File: src/rtl/stopwatch_core.sv
// stopwatch_core: BCD stopwatch engine with pause/resume, clear and overflow.
// Optional lap freeze is built in when STOPWATCH_LAP_EN is defined.
module stopwatch_core #(
    parameter int DIGITS   = 4,
    parameter int TICK_DIV = 500000,
    parameter int WRAP     = 1
) (
    input  logic                CLOCK_50,
    input  logic                RST,
    input  logic                start_stop_n,
    input  logic                lap_n,
    output logic [4*DIGITS-1:0] bcd_out,
    output logic                running,
    output logic                ovf,
    output logic                lap_hold,
    output logic                tick
);

    localparam int PW = $clog2(TICK_DIV);
    localparam logic [PW-1:0] PRE_MAX = PW'(TICK_DIV - 1);

    typedef enum logic [1:0] {
        IDLE,
        RUN,
        STOP
    } state_t;

    state_t state, state_nxt;

    logic [1:0] key_s1, key_s2, key_h;
    logic       start_ev, lap_ev;

    logic [PW-1:0]       pre, pre_nxt;
    logic [4*DIGITS-1:0] cnt, cnt_nxt, cnt_inc;
    logic                all9;
    logic                ovf_q, ovf_nxt;
    logic                tick_q, tick_nxt;

`ifdef STOPWATCH_LAP_EN
    logic                hold_q, hold_nxt;
    logic [4*DIGITS-1:0] lap_q, lap_nxt;
`endif

    // Two-flop key synchroniser plus history flop; press events are registered
    always_ff @(posedge CLOCK_50 or negedge RST) begin
        if (!RST) begin
            key_s1   <= 2'b11;
            key_s2   <= 2'b11;
            key_h    <= 2'b11;
            start_ev <= 1'b0;
            lap_ev   <= 1'b0;
        end else begin
            key_s1   <= {start_stop_n, lap_n};
            key_s2   <= key_s1;
            key_h    <= key_s2;
            start_ev <= ~key_s2[1] & key_h[1];
            lap_ev   <= ~key_s2[0] & key_h[0];
        end
    end

    // Decimal increment of the whole count with same-cycle carry chain
    always_comb begin
        cnt_inc = cnt;
        all9    = 1'b1;
        for (int i = 0; i < DIGITS; i++) begin
            if (all9) begin
                if (cnt[4*i +: 4] == 4'd9) begin
                    cnt_inc[4*i +: 4] = 4'd0;
                end else begin
                    cnt_inc[4*i +: 4] = cnt[4*i +: 4] + 4'd1;
                    all9 = 1'b0;
                end
            end
        end
    end

    // Next state, prescaler, count, overflow and lap logic
    always_comb begin
        state_nxt = state;
        pre_nxt   = pre;
        cnt_nxt   = cnt;
        ovf_nxt   = ovf_q;
        tick_nxt  = 1'b0;
`ifdef STOPWATCH_LAP_EN
        hold_nxt  = hold_q;
        lap_nxt   = lap_q;
`endif
        if (state == RUN) begin
            if (pre == PRE_MAX) begin
                pre_nxt  = '0;
                tick_nxt = 1'b1;
                if (all9) begin
                    ovf_nxt = 1'b1;
                    if (WRAP != 0) begin
                        cnt_nxt = '0;
                    end else begin
                        state_nxt = STOP;
                    end
                end else begin
                    cnt_nxt = cnt_inc;
                end
            end else begin
                pre_nxt = pre + PW'(1);
            end
        end
        unique case (state)
            IDLE: begin
                if (start_ev) begin
                    state_nxt = RUN;
                    pre_nxt   = '0;
                end
            end
            RUN: begin
                if (start_ev) begin
                    state_nxt = STOP;
                end
`ifdef STOPWATCH_LAP_EN
                else if (lap_ev && state_nxt == RUN) begin
                    hold_nxt = ~hold_q;
                    if (!hold_q) begin
                        lap_nxt = cnt_nxt;
                    end
                end
`endif
            end
            STOP: begin
                if (start_ev) begin
                    state_nxt = RUN;
                end else if (lap_ev) begin
                    state_nxt = IDLE;
                    cnt_nxt   = '0;
                    pre_nxt   = '0;
                    ovf_nxt   = 1'b0;
                end
            end
            default: state_nxt = IDLE;
        endcase
`ifdef STOPWATCH_LAP_EN
        if (state_nxt != RUN) begin
            hold_nxt = 1'b0;
        end
`endif
    end

    // State and datapath registers
    always_ff @(posedge CLOCK_50 or negedge RST) begin
        if (!RST) begin
            state  <= IDLE;
            pre    <= '0;
            cnt    <= '0;
            ovf_q  <= 1'b0;
            tick_q <= 1'b0;
`ifdef STOPWATCH_LAP_EN
            hold_q <= 1'b0;
            lap_q  <= '0;
`endif
        end else begin
            state  <= state_nxt;
            pre    <= pre_nxt;
            cnt    <= cnt_nxt;
            ovf_q  <= ovf_nxt;
            tick_q <= tick_nxt;
`ifdef STOPWATCH_LAP_EN
            hold_q <= hold_nxt;
            lap_q  <= lap_nxt;
`endif
        end
    end

    assign running = (state == RUN);
    assign ovf     = ovf_q;
    assign tick    = tick_q;

`ifdef STOPWATCH_LAP_EN
    assign lap_hold = hold_q;
    assign bcd_out  = hold_q ? lap_q : cnt;
`else
    assign lap_hold = 1'b0;
    assign bcd_out  = cnt;
`endif

endmodule

File: config.mk
export PLATFORM = sky130hd
export DESIGN_NAME = stopwatch_core
export DESIGN_NICKNAME = d
export VERILOG_FILES = /design/src/rtl/stopwatch_core.sv
export SDC_FILE = /design/constraint.sdc
export NUM_CORES = 1
export LEC_CHECK = 0
export CAP_MARGIN = 0
export CELL_PAD_IN_SITES_DETAIL_PLACEMENT = 1
export CELL_PAD_IN_SITES_GLOBAL_PLACEMENT = 2
export CORE_ASPECT_RATIO = 0.8
export CORE_MARGIN = 1
export CORE_UTILIZATION = 24
export CTS_BUF_LIST = sky130_fd_sc_hd__clkbuf_16
export CTS_CLUSTER_DIAMETER = 200
export DETAILED_ROUTE_END_ITERATION = 8
export GPL_TIMING_DRIVEN = 0
export PLACE_DENSITY = 0.54
export SYNTH_ARGS = -nofsm -noshare
export SYNTH_HDL_FRONTEND = slang
export SYNTH_SLANG_ARGS = --single-unit
File: constraint.sdc
create_clock -name CLOCK_50 -period 2.1 [get_ports CLOCK_50]
set_input_delay 0.42 -clock CLOCK_50 [delete_from_list [all_inputs] [get_ports CLOCK_50]]
set_output_delay 0.42 -clock CLOCK_50 [all_outputs]
set_load 0.02 [all_outputs]
After elaboration in Yosys (flattened, before gate mapping)
Index checks and enable logic that the tools add are counted.
{ "totals": {"word_cells": 70, "output_inout_bits": 20, "reg_bits": 47} }
{ "op_classes": {"muxes": 39, "n_reduce_logical": 2, "n_addsub": 5, "n_bitwise": 4, "eq_ne": 10} }
{ "op_table": {"columns": ["operator", "count"], "rows": [
  ["$mux 16", 6],
  ["$mux 19", 5],
  ["$pmux 19 s2", 1],
  ["$mux 4", 7],
  ["$add 19x1->19 const B", 1],
  ["$eq 19x19->1 const B", 1],
  ["$add 4x1->4 const B", 4],
  ["$eq 4x4->1 const B", 4],
  ["$mux 1", 15],
  ["$mux 2", 4],
  ["$pmux 2 s3", 1],
  ["$ne 3x3->1 const B", 1],
  ["$reduce_and 3->1", 1],
  ["$and 1x1->1", 2],
  ["$eq 2x1->1 const B", 1],
  ["$eq 2x2->1 const B", 1],
  ["$logic_not 2->1", 1],
  ["$ne 2x1->1 const B", 1],
  ["$ne 2x2->1 const B", 1],
  ["$not 1->1", 2]
]} }

Depth between registers and ports, before layout
Gate-level depths: netlist of the first run.
{ "depth": {"depth_word": 11, "depth_mapped": 7, "depth_no_buf": 6} }

Worst setup path before layout of the first run
No wires, ideal clock.
{ "synth_timing": {"kind": "register -> register", "startpoint": "register cnt[0] (netlist: bcd_out[0])", "endpoint": "register cnt[3] (netlist: bcd_out[3])", "slack_ps": 100, "setup_ps": 147, "t_arrival_ps": 1853, "synth_period_minus_slack_ps": 2000, "stages_incl_launch_ff": 7, "path_cell_list": "dfrtp_1 > ha_1 > nand4b_1 > or3_1 > clkbuf_1 > o31ai_1 > a31oi_1"} }
{ "synth_via": {"elab_chain_len": 11, "elab_cells_between_ends": 13, "classes_between": "1 x add/sub; 1 x eq/ne; 11 x mux"} }
{ "synth_lines": {"columns": ["element", "line", "rtl"], "rows": [
  ["from (decl)", "34", "logic [4*DIGITS-1:0] cnt, cnt_nxt, cnt_inc;"],
  ["from (signal assigned)", "160", "cnt <= cnt_nxt;"],
  ["$eq 4x4->1", "67", "if (cnt[4*i +: 4] == 4'd9) begin"],
  ["$mux 1", "67", null],
  ["$mux 1 (3 in a row)", "66", "if (all9) begin"],
  ["$mux 16 (*)", "92", "if (all9) begin"],
  ["$mux 16 (*)", "89", "if (pre == PRE_MAX) begin"],
  ["$mux 16 (*)", "88", "if (state == RUN) begin"],
  ["$mux 16", "129", "end else if (lap_ev) begin"],
  ["$mux 16", "127", "if (start_ev) begin"],
  ["$mux 16 (*)", "106", "unique case (state)"],
  ["named net cnt_nxt[3]", "34", null]
]} }
Mark *: on every way through the listed nets, which the timed path passes. The rest lies on a longest branch.
A chain may end at the register's enable or synchronous reset.

Final worst setup path of the first run
{ "layout_timing": {"startpoint": "register cnt[0] (netlist: bcd_out[0])", "endpoint": "register cnt[15] (netlist: bcd_out[15])"} }
{ "layout_via": {"elab_chain_len": 11, "elab_cells_between_ends": 12, "classes_between": "1 x eq/ne; 11 x mux"} }
{ "layout_lines": {"columns": ["element", "line"], "rows": [
  ["$eq 4x4->1 (*)", "67"],
  ["$mux 1 (*)", "67"],
  ["$mux 1 (*) (2 in a row)", "66"],
  ["$mux 4 or $mux 1 (tied branches)", "66"],
  ["$mux 16 (*)", "92"],
  ["$mux 16 (*)", "89"],
  ["$mux 16 (*)", "88"],
  ["$mux 16", "129"],
  ["$mux 16", "127"],
  ["$mux 16 (*)", "106"],
  ["named net cnt_nxt[15]", "34"]
]} }
Marks and branches as above.

==> flow_summary.ini, run 1 <==
[status]
status = complete, no violations

[timing]
setup_slack_ns = 0.1051
maxSlewHeadroom_pct = 61.41
fin_crit_ns = 1.995
fin_crit_sh_pct = 95.00
max_freq_mhz = 501.3
fin_setup_tns_ns = 0
tightest_slew_ns = 0.5788
report.final.setup_viol = 0
drv_slew = 0
hold_viol = 0
skew_ns = 0.008770
rsz0062_at_grt = false

[yosys]
syn-instance-count = 254
syn_area_sq_um = 2475
yosys_warnings = 0
synth_edf_count = 0
synth.area.top_cells = dfrtp_1, dfstp_2, a21oi_1
ys_seq_elements = 47
ys_types = 47
avgSynthCellArea_sq_um = 9.744
ys_seq_area_share_pct = 47.83
synth-main-ff-cell = dfrtp_1
synth_top_area_cell = dfrtp_1
async_flop_share_pct = 100.0
yosys.area.top_type_share_pct = 41.46
synth_fp_nets = 261

[routing]
drc = 0
ant_nets = 0
wire_per_inst_um = 16.03
drtIter0Drc = 88
drt_first_pass_iters = 4
wl_mm = 6.957
via_per_inst = 4.873
vias = 2115

[power_and_ir_drop]
p_switching_mw = 0.6254
powerDensity_nw_per_um2 = 697.4
vdd_drop_max_uv = 371.1
intPower_mw = 1.689
p_sw_share_pct = 27.03
clockPowerShare_pct = 39.3
p_leak_nw = 1.275
seq_power_share_pct = 44.4
power.share.combinational_pct = 16.3

[placed_design]
dpl_cell_area_sq_um = 2880
portBuffers = 22
place_inst = 413
dp_hpwl_mm = 4.812
place_ws_ns = -0.5375
globalplace.congestion = 0.7012

[global_routing]
grt_pass1_wl_mm = 11.48
grt_start_max_net_pins = 37
gr-usage-all-layers_pct = 14.30
grt_pass1_vias = 2092
overflow = 0
antenna_found_initial = 0

[finish]
drive_above_1_share_pct = 23.15
fin_cells = 434
fin_nets = 304
final_common_cell = dfrtp_1
final_cell_mix = dfrtp_1, a21oi_1, clkdlybuf4s50_1
finish.instance_area_sq_um = 3318
n_antenna_cell = 0
nFillCells = 1108
area_delta_synth_final_pct = 34.07

[floorplanning]
start_util_pct = 25.23
core_area_sq_um = 9809
die_area_sq_um = 10720
chipWidth_um = 115.5
pin_count = 24
die-height_um = 92.83
rows = 32

[setup_path]
critPathLaunchType = flip-flop
critPathMaxStageDelay_ns = 0.53
path_buf_inv = 1
crit_required_ns = 2.28
cp_cell_sequence = ha_1, nand4b_1, buf_4, or4b_4, o41ai_2, nor3_2
crit_end = bcd_out[15]$_DFF_PN0_
crit_cells = 6
r2r_setup_slack_ns = 0.11
crit_arrival_ns = 2.17
crit_fanout = 6
critPathKind = reg2reg
cp-end-kind = flip-flop
r2r_cells = 6
reg2reg_from = bcd_out[0]$_DFF_PN0_
r2r_end = bcd_out[15]$_DFF_PN0_
critPathLaunch = bcd_out[0]$_DFF_PN0_
slowest_stage = or4b_4
critical_path.top_delay_family = simple AND/OR/NAND/NOR gates

[clock_tree]
clkSlewWorstSetupHoldPaths_ns = 0.07
cts-root-buf = clkbuf_16
cts_tree = done
numClockSinks = 47
cts_made_buffers = 5
ctsHoldBuffers = 0
cts-htree-levels = 2
clk_path_buf_depth = 2
insertion_delay_ns = 0.30

[flow_run]
maxCapViolations = 0

[worst_hold_path]
hold_path.class = in2async
## synthesized netlist by cell type, drive strengths merged, types with 2 or more instances
cell    instances
a21oi          20
a31oi           4
and4            2
and4b           2
buf             5
clkbuf          7
dfrtp          41
dfstp           6
ha              3
inv             9
mux2i           6
nand2          19
nand2b          4
nand3          10
nand3b          2
nand4           4
nand4b          3
nor2           15
nor2b           5
nor3            8
nor3b           3
nor4            6
nor4b           3
nor4bb          4
o21ai          14
o311ai          2
o31ai           7
or2             3
or3             9
or4             8
xnor2           6
xor2            3
## metrics by stage
step | utilization, % | hold slack, ns | total power, mW
floorplan | - | 0.1244 | 1.263
global placement | 29.21 | 0.3475 | 1.377
finish | 33.83 | 0.01442 | 2.314
CTS | 32.12 | 0.02453 | 2.329
detailed placement | 29.36 | 0.3454 | 1.383
global route | 33.83 | 0.03206 | 2.446
## routing by layer
layer | vias to the layer above | global-route usage, % | wire [um]
met2 | 16 | 19.16 | 2932
met1 | 1070 | 21.92 | 3789
met4 | 0 | 4.545 | 78
met3 | 7 | 3.338 | 156
li1 | 1022 | - | -
met5 | - | 0 | 0
## worst min path at each step
stage                     cells after the start                start                     to
after global routing                          1                  RST  bcd_out[11]$_DFF_PN0_
final                                         1                  RST  bcd_out[11]$_DFF_PN0_
after CTS                                     1                  RST  bcd_out[11]$_DFF_PN0_
after global placement                        0  key_s1[0]$_DFF_PN1_    key_s2[0]$_DFF_PN1_
after floorplan                               0                  RST   bcd_out[0]$_DFF_PN0_
after detailed placement                      1                  RST  bcd_out[14]$_DFF_PN0_
## worst reg2reg max path, cell delays in order, from the launching register on
cell and delay [ns]:
dfrtp_2 0.41, ha_1 0.20, nand4b_1 0.21, buf_4 0.21
or4b_4 0.53, o41ai_2 0.25, nor3_2 0.07
## registers in the layout (all words and copies together) (netlist names), 2 cells and up
| name | cells |
|---|---|
| bcd_out | 16 |
| key_s1 | 2 |
| key_s2 | 2 |
| state | 2 |
| key_h | 2 |
| pre | 19 |
## power by group through the flow
stage                     Clock (mW)  Combinational (mW)  Sequential, mW
after floorplan                    0               0.237            1.03
final                          0.909               0.378            1.03
after global routing           0.981               0.429            1.04
after CTS                      0.950               0.355            1.02
after global placement             0               0.339            1.04
after detailed placement           0               0.343            1.04
## final cells by class
class                      instances  area (sq um)  area share (%)
clock buffer                       5         125.1           3.771
inverter                           9         33.78           1.018
multi-input combinational        186          1349           40.65
clock inverter                     3         38.79           1.169
timing repair buffer              39         354.1           10.67
sequential                        47          1194           35.97
tap                              136         170.2           5.128
buffer                             9         53.80           1.621
## what timing repair did
action,4_1_cts,5_1_grt
resized for setup,12,26
endpoints found under the setup margin,36,30
setup buffers,7,9
pin swaps,2,3
## kinds of logic after synthesis
group | after synthesis | share of synthesized area, %
multiplexers | 7 | 2.882
other | 1 | 0.1515
buffers and inverters | 21 | 3.640
adder cells (fa/ha/maj) | 3 | 1.517
flip-flops | 47 | 47.83
AND/OR/NAND/NOR | 115 | 28.41
XOR/XNOR | 9 | 3.185
AO/OA/AOI/OAI | 51 | 12.39
Note: power is estimated with default switching activity, not from simulation.
==> run 2: changes to the inputs <==
--- a/config.mk
+++ b/config.mk
@@ -9,7 +9,7 @@
 export CELL_PAD_IN_SITES_DETAIL_PLACEMENT = 1
 export CELL_PAD_IN_SITES_GLOBAL_PLACEMENT = 2
 export CORE_ASPECT_RATIO = 0.8
-export CORE_MARGIN = 1
+export CORE_MARGIN = 1.5
 export CORE_UTILIZATION = 24
 export CTS_BUF_LIST = sky130_fd_sc_hd__clkbuf_16
 export CTS_CLUSTER_DIAMETER = 200
==> run 2 against run 1 <==
Effect of this change: utilization shrank 0.46 points; die area grew 2.0%; power shrank 0.15%; via count grew 0.85%; design area shrank 0.94%; sequential power is essentially flat; setup slack lost 0.048 ns; fmax shrank 2.3%; clock skew shrank 0.0035 ns; first-iteration DRC count shrank 24%; critical path type unchanged; largest power group unchanged; highest routed layer unchanged.
==> flow_summary.ini, run 2 (synthesis gave the netlist of run 1 again) <==
[status]
status = complete, no violations

[routing]
drtIter0Drc = 67
wl_met3_um = 188
via_per_inst = 4.926
ant_nets = 0
m1WireLength_mm = 3.858
drt_first_pass_iters = 4
drc = 0
wl_mm = 7.095
top_layer = met4
wire_per_inst_um = 16.39
met2_length_mm = 2.964
vias = 2133

[setup_path]
crit_fanout = 4
cp-end-kind = flip-flop
crit_arrival_ns = 2.21
r2r_cells = 7
r2r_setup_slack_ns = 0.06
critPathKind = reg2reg
reg2reg_from = bcd_out[1]$_DFF_PN0_
critPathLaunchType = flip-flop
r2r_end = bcd_out[15]$_DFF_PN0_
crit_required_ns = 2.27

[global_routing]
grt_pass1_wl_mm = 11.66
gr-usage-all-layers_pct = 14.10
overflow = 0
grt_start_max_net_pins = 30
antenna_found_initial = 0
grt_pass1_vias = 2120

[clock_tree]
numClockSinks = 47
cts_tree = done
cts-root-buf = clkbuf_16
cts-htree-levels = 2
insertion_delay_ns = 0.29
cts_made_buffers = 5
clkSlewWorstSetupHoldPaths_ns = 0.07
clk_path_buf_depth = 2
ctsHoldBuffers = 0

[timing]
hold_viol = 0
report.final.setup_viol = 0
rsz0062_at_grt = true
fin_crit_ns = 2.043
maxSlewHeadroom_pct = 59.14
tightest_slew_ns = 0.6129
fin_crit_sh_pct = 97.28
drv_slew = 0
max_freq_mhz = 489.5
setup_slack_ns = 0.05706
skew_ns = 0.005272

[placed_design]
portBuffers = 22
globalplace.congestion = 0.7117
dp_hpwl_mm = 4.887
place_ws_ns = -0.6141

[finish]
fin_nets = 303
top_register = pre
drive_above_1_share_pct = 21.21
final_util_pct = 33.37
final_common_cell = dfrtp_1
area_delta_synth_final_pct = 32.81
final_cell_mix = dfrtp_1, a21oi_1, clkdlybuf4s50_1
largest_reg_flops = 19
n_antenna_cell = 0

[floorplanning]
die_area_sq_um = 10930
die-height_um = 93.83
chipWidth_um = 116.5
rows = 32
core_area_sq_um = 9849
start_util_pct = 25.13
pin_count = 24

[power_and_ir_drop]
p_leak_nw = 1.249
powerDensity_nw_per_um2 = 703.0
vdd_drop_max_uv = 547.6

[flow_run]
maxCapViolations = 0

[worst_hold_path]
hold_path.class = in2async
[run 2: stage by stage]
stage	TNS (ns)	power [mW]	cells	cell area, sq um	hold slack (ns)
2_1_floorplan	0	1.263	254	2475	0.1244
3_3_place_gp	-50.74	1.378	412	2865	0.3472
3_5_place_dp	-10.79	1.385	413	2880	0.3472
4_1_cts	0	2.332	430	3174	0.1106
5_1_grt	-0.1411	2.436	433	3287	0.1309
6_report	0	2.311	433	3287	0.08651
[run 2: timing repair]
action                                  4_1_cts  5_1_grt
gates cloned                                  0        0
endpoints found under the setup margin       36       31
buffers inserted                             10        4
pin swaps                                     3        0
resized for setup                            10       22
[run 2: area by class of cell]
type / count / area (sq um)
fillers: 1116 / 6563
multi-input cells: 186 / 1330
flip-flops and latches: 47 / 1192
repair buffers: 37 / 339.1
well taps: 136 / 170.2
clock buffers: 5 / 125.1
plain buffers: 10 / 57.56
clock inverters: 3 / 38.79
inverters: 9 / 33.78
[run 2: critical path, stage by stage (launching register included)]
cell	delay [ns]
dfrtp_1	0.37
inv_1	0.05
ha_1	0.17
nand4b_1	0.11
buf_4	0.18
or4b_2	0.69
o41ai_2	0.25
nor3_1	0.08
[run 2: metal layers]
metal | track usage [%] | vias to the layer above
met4 | 3.916 | 0
met1 | 21.34 | 1082
met5 | 0 | -
li1 | - | 1023
met2 | 20.05 | 22
met3 | 2.903 | 6
[run 2: worst max path at each step]
stage | start | end | slack [ns] | cells after the start
final | bcd_out[1]$_DFF_PN0_ | bcd_out[15]$_DFF_PN0_ | 0.06 | 7
after global routing | pre[10]$_DFF_PN0_ | bcd_out[6]$_DFF_PN0_ | -0.07 | 6
after CTS | state[0]$_DFFE_PN0P_ | pre[5]$_DFF_PN0_ | 0.02 | 6
after detailed placement | pre[10]$_DFF_PN0_ | bcd_out[2]$_DFF_PN0_ | -0.61 | 5
after global placement | RST | pre[11]$_DFF_PN0_ | -0.97 | 1
after floorplan | bcd_out[0]$_DFF_PN0_ | bcd_out[3]$_DFF_PN0_ | 0.10 | 6
[run 2: report_power, final]
group	switching (mW)	internal [mW]	total (mW)	leakage, nW
clock network	0.354	0.556	0.910	0.0812
registers	0.0691	0.968	1.04	0.616
logic	0.205	0.158	0.363	0.552
==> run 3: changes to the inputs <==
--- a/config.mk
+++ b/config.mk
@@ -9,7 +9,7 @@
 export CELL_PAD_IN_SITES_DETAIL_PLACEMENT = 1
 export CELL_PAD_IN_SITES_GLOBAL_PLACEMENT = 2
 export CORE_ASPECT_RATIO = 0.8
-export CORE_MARGIN = 1.5
+export CORE_MARGIN = 2
 export CORE_UTILIZATION = 24
 export CTS_BUF_LIST = sky130_fd_sc_hd__clkbuf_16
 export CTS_CLUSTER_DIAMETER = 200
==> run 3 against run 2 <==
Effect of this change: flip-flop and latch count stayed put; largest power group unchanged; cell count shrank 0.46%; clock-buffer cell count unchanged; non-clock buffer count decreased by 6; routed wire length decreased by 1.8%; via count shrank 2.1%; die area is 1.9% higher; critical endpoint is now bcd_out[9]$_DFF_PN0_.
==> flow_summary.ini, run 3 (synthesis gave the netlist of run 1 again) <==
[status]
status = complete, no violations

[power_and_ir_drop]
total_power_mw = 2.217
p_leak_nw = 1.216
powerDensity_nw_per_um2 = 686.8
vdd_drop_max_uv = 358.7

[placed_design]
dp_hpwl_mm = 4.776
portBuffers = 22
globalplace.congestion = 0.6912

[routing]
ant_nets = 0
vias = 2089
drt_first_pass_iters = 4
wl_mm = 6.967
wire_per_inst_um = 16.16
drtIter0Drc = 79
via_per_inst = 4.847
drc = 0

[finish]
final_common_cell = dfrtp_1
final_cell_mix = dfrtp_1, clkdlybuf4s50_1, a21oi_1
largest_reg_flops = 19
drive_above_1_share_pct = 20.96
area_delta_synth_final_pct = 30.43
top_register = pre
n_antenna_cell = 0
fin_nets = 297

[timing]
drv_slew = 0
tightest_slew_ns = 0.5818
max_freq_mhz = 499.6
hold_viol = 0
fin_setup_tns_ns = 0
skew_ns = 0.005264
fin_crit_sh_pct = 95.32
maxSlewHeadroom_pct = 61.21
report.final.setup_viol = 0
rsz0062_at_grt = false
fin_crit_ns = 2.002

[clock_tree]
clkSlewWorstSetupHoldPaths_ns = 0.07
cts_made_buffers = 5
clk_path_buf_depth = 2
cts_tree = done
insertion_delay_ns = 0.30
numClockSinks = 47
cts-htree-levels = 2
ctsHoldBuffers = 0
cts-root-buf = clkbuf_16

[floorplanning]
start_util_pct = 24.37
die-height_um = 94.83
die_area_sq_um = 11150
chipWidth_um = 117.5
rows = 33
core_area_sq_um = 10160
pin_count = 24

[setup_path]
r2r_setup_slack_ns = 0.1
slowest_stage = or3_4
critPathLaunchType = flip-flop
reg2reg_from = bcd_out[1]$_DFF_PN0_
critical_path.top_delay_family = simple AND/OR/NAND/NOR gates
r2r_end = bcd_out[9]$_DFF_PN0_
crit_required_ns = 2.32
path_buf_inv = 1
cp_cell_sequence = inv_1, ha_2, nand4b_1, or3_4, or4_4, a21oi_2
crit_fanout = 6
critPathMaxStageDelay_ns = 0.50
r2r_cells = 6
critPathKind = reg2reg
cp-end-kind = flip-flop
crit_arrival_ns = 2.22

[global_routing]
grt_pass1_wl_mm = 11.38
grt_pass1_vias = 2065
overflow = 0
gr-usage-all-layers_pct = 13.16
grt_start_max_net_pins = 38
antenna_found_initial = 0

[flow_run]
maxCapViolations = 0

[worst_hold_path]
hold_path.class = in2async
-- run 3: per-stage QoR --
stage | worst slack (ns) | utilization (%) | hold WS, ns | instance area [sq um] | instances
global placement | -0.9802 | 28.26 | 0.3475 | 2870 | 416
finish | 0.09822 | 31.78 | 0.007643 | 3228 | 431
floorplan | 0.1000 | - | 0.1244 | 2475 | 254
detailed placement | -0.4603 | 28.41 | 0.3442 | 2885 | 417
global route | 0.003313 | 31.78 | 0.01625 | 3228 | 431
CTS | -0.008254 | 30.64 | 0.01627 | 3112 | 430
-- run 3: report_power, final --
group / total [mW] / switching, mW / internal [mW]
registers: 1.03 / 0.0586 / 0.968
clock network: 0.830 / 0.384 / 0.446
logic: 0.360 / 0.212 / 0.148
total: 2.22 / 0.655 / 1.56
-- run 3: timing repair --
item                                   CTS  global route
endpoints found under the hold margin    0             0
gates cloned                             0             0
setup endpoints to repair               35            30
pin swaps                                2             5
setup buffers                            6             2
resized for setup                        7            27
-- run 3: worst max path at each step --
stage	endpoint	start	slack (ns)	depth (start not counted)
floorplan	bcd_out[3]$_DFF_PN0_	bcd_out[0]$_DFF_PN0_	0.10	6
global placement	pre[11]$_DFF_PN0_	RST	-0.98	1
detailed placement	bcd_out[6]$_DFF_PN0_	pre[10]$_DFF_PN0_	-0.46	5
CTS	bcd_out[15]$_DFF_PN0_	bcd_out[1]$_DFF_PN0_	-0.008	6
global route	pre[1]$_DFF_PN0_	pre[11]$_DFF_PN0_	0.003	6
finish	bcd_out[9]$_DFF_PN0_	bcd_out[1]$_DFF_PN0_	0.1	6
-- run 3: final cells by class --
type | instances | area, sq um
plain buffers | 10 | 52.55
clock buffers | 5 | 125.1
clock inverters | 3 | 23.77
fillers | 1186 | 6929
inverters | 9 | 33.78
multi-input cells | 186 | 1329
flip-flops and latches | 47 | 1195
well taps | 140 | 175.2
repair buffers | 31 | 294.0
-- run 3: layer usage --
| layer | share of wire [%] | track usage, % | up-vias |
|---|---|---|---|
| met1 | 55 | 19.68 | 1051 |
| met4 | 1.2 | 3.916 | 0 |
| met3 | 2.7 | 3.140 | 8 |
| li1 | - | - | 1008 |
| met5 | 0 | 0 | - |
| met2 | 41 | 18.57 | 22 |
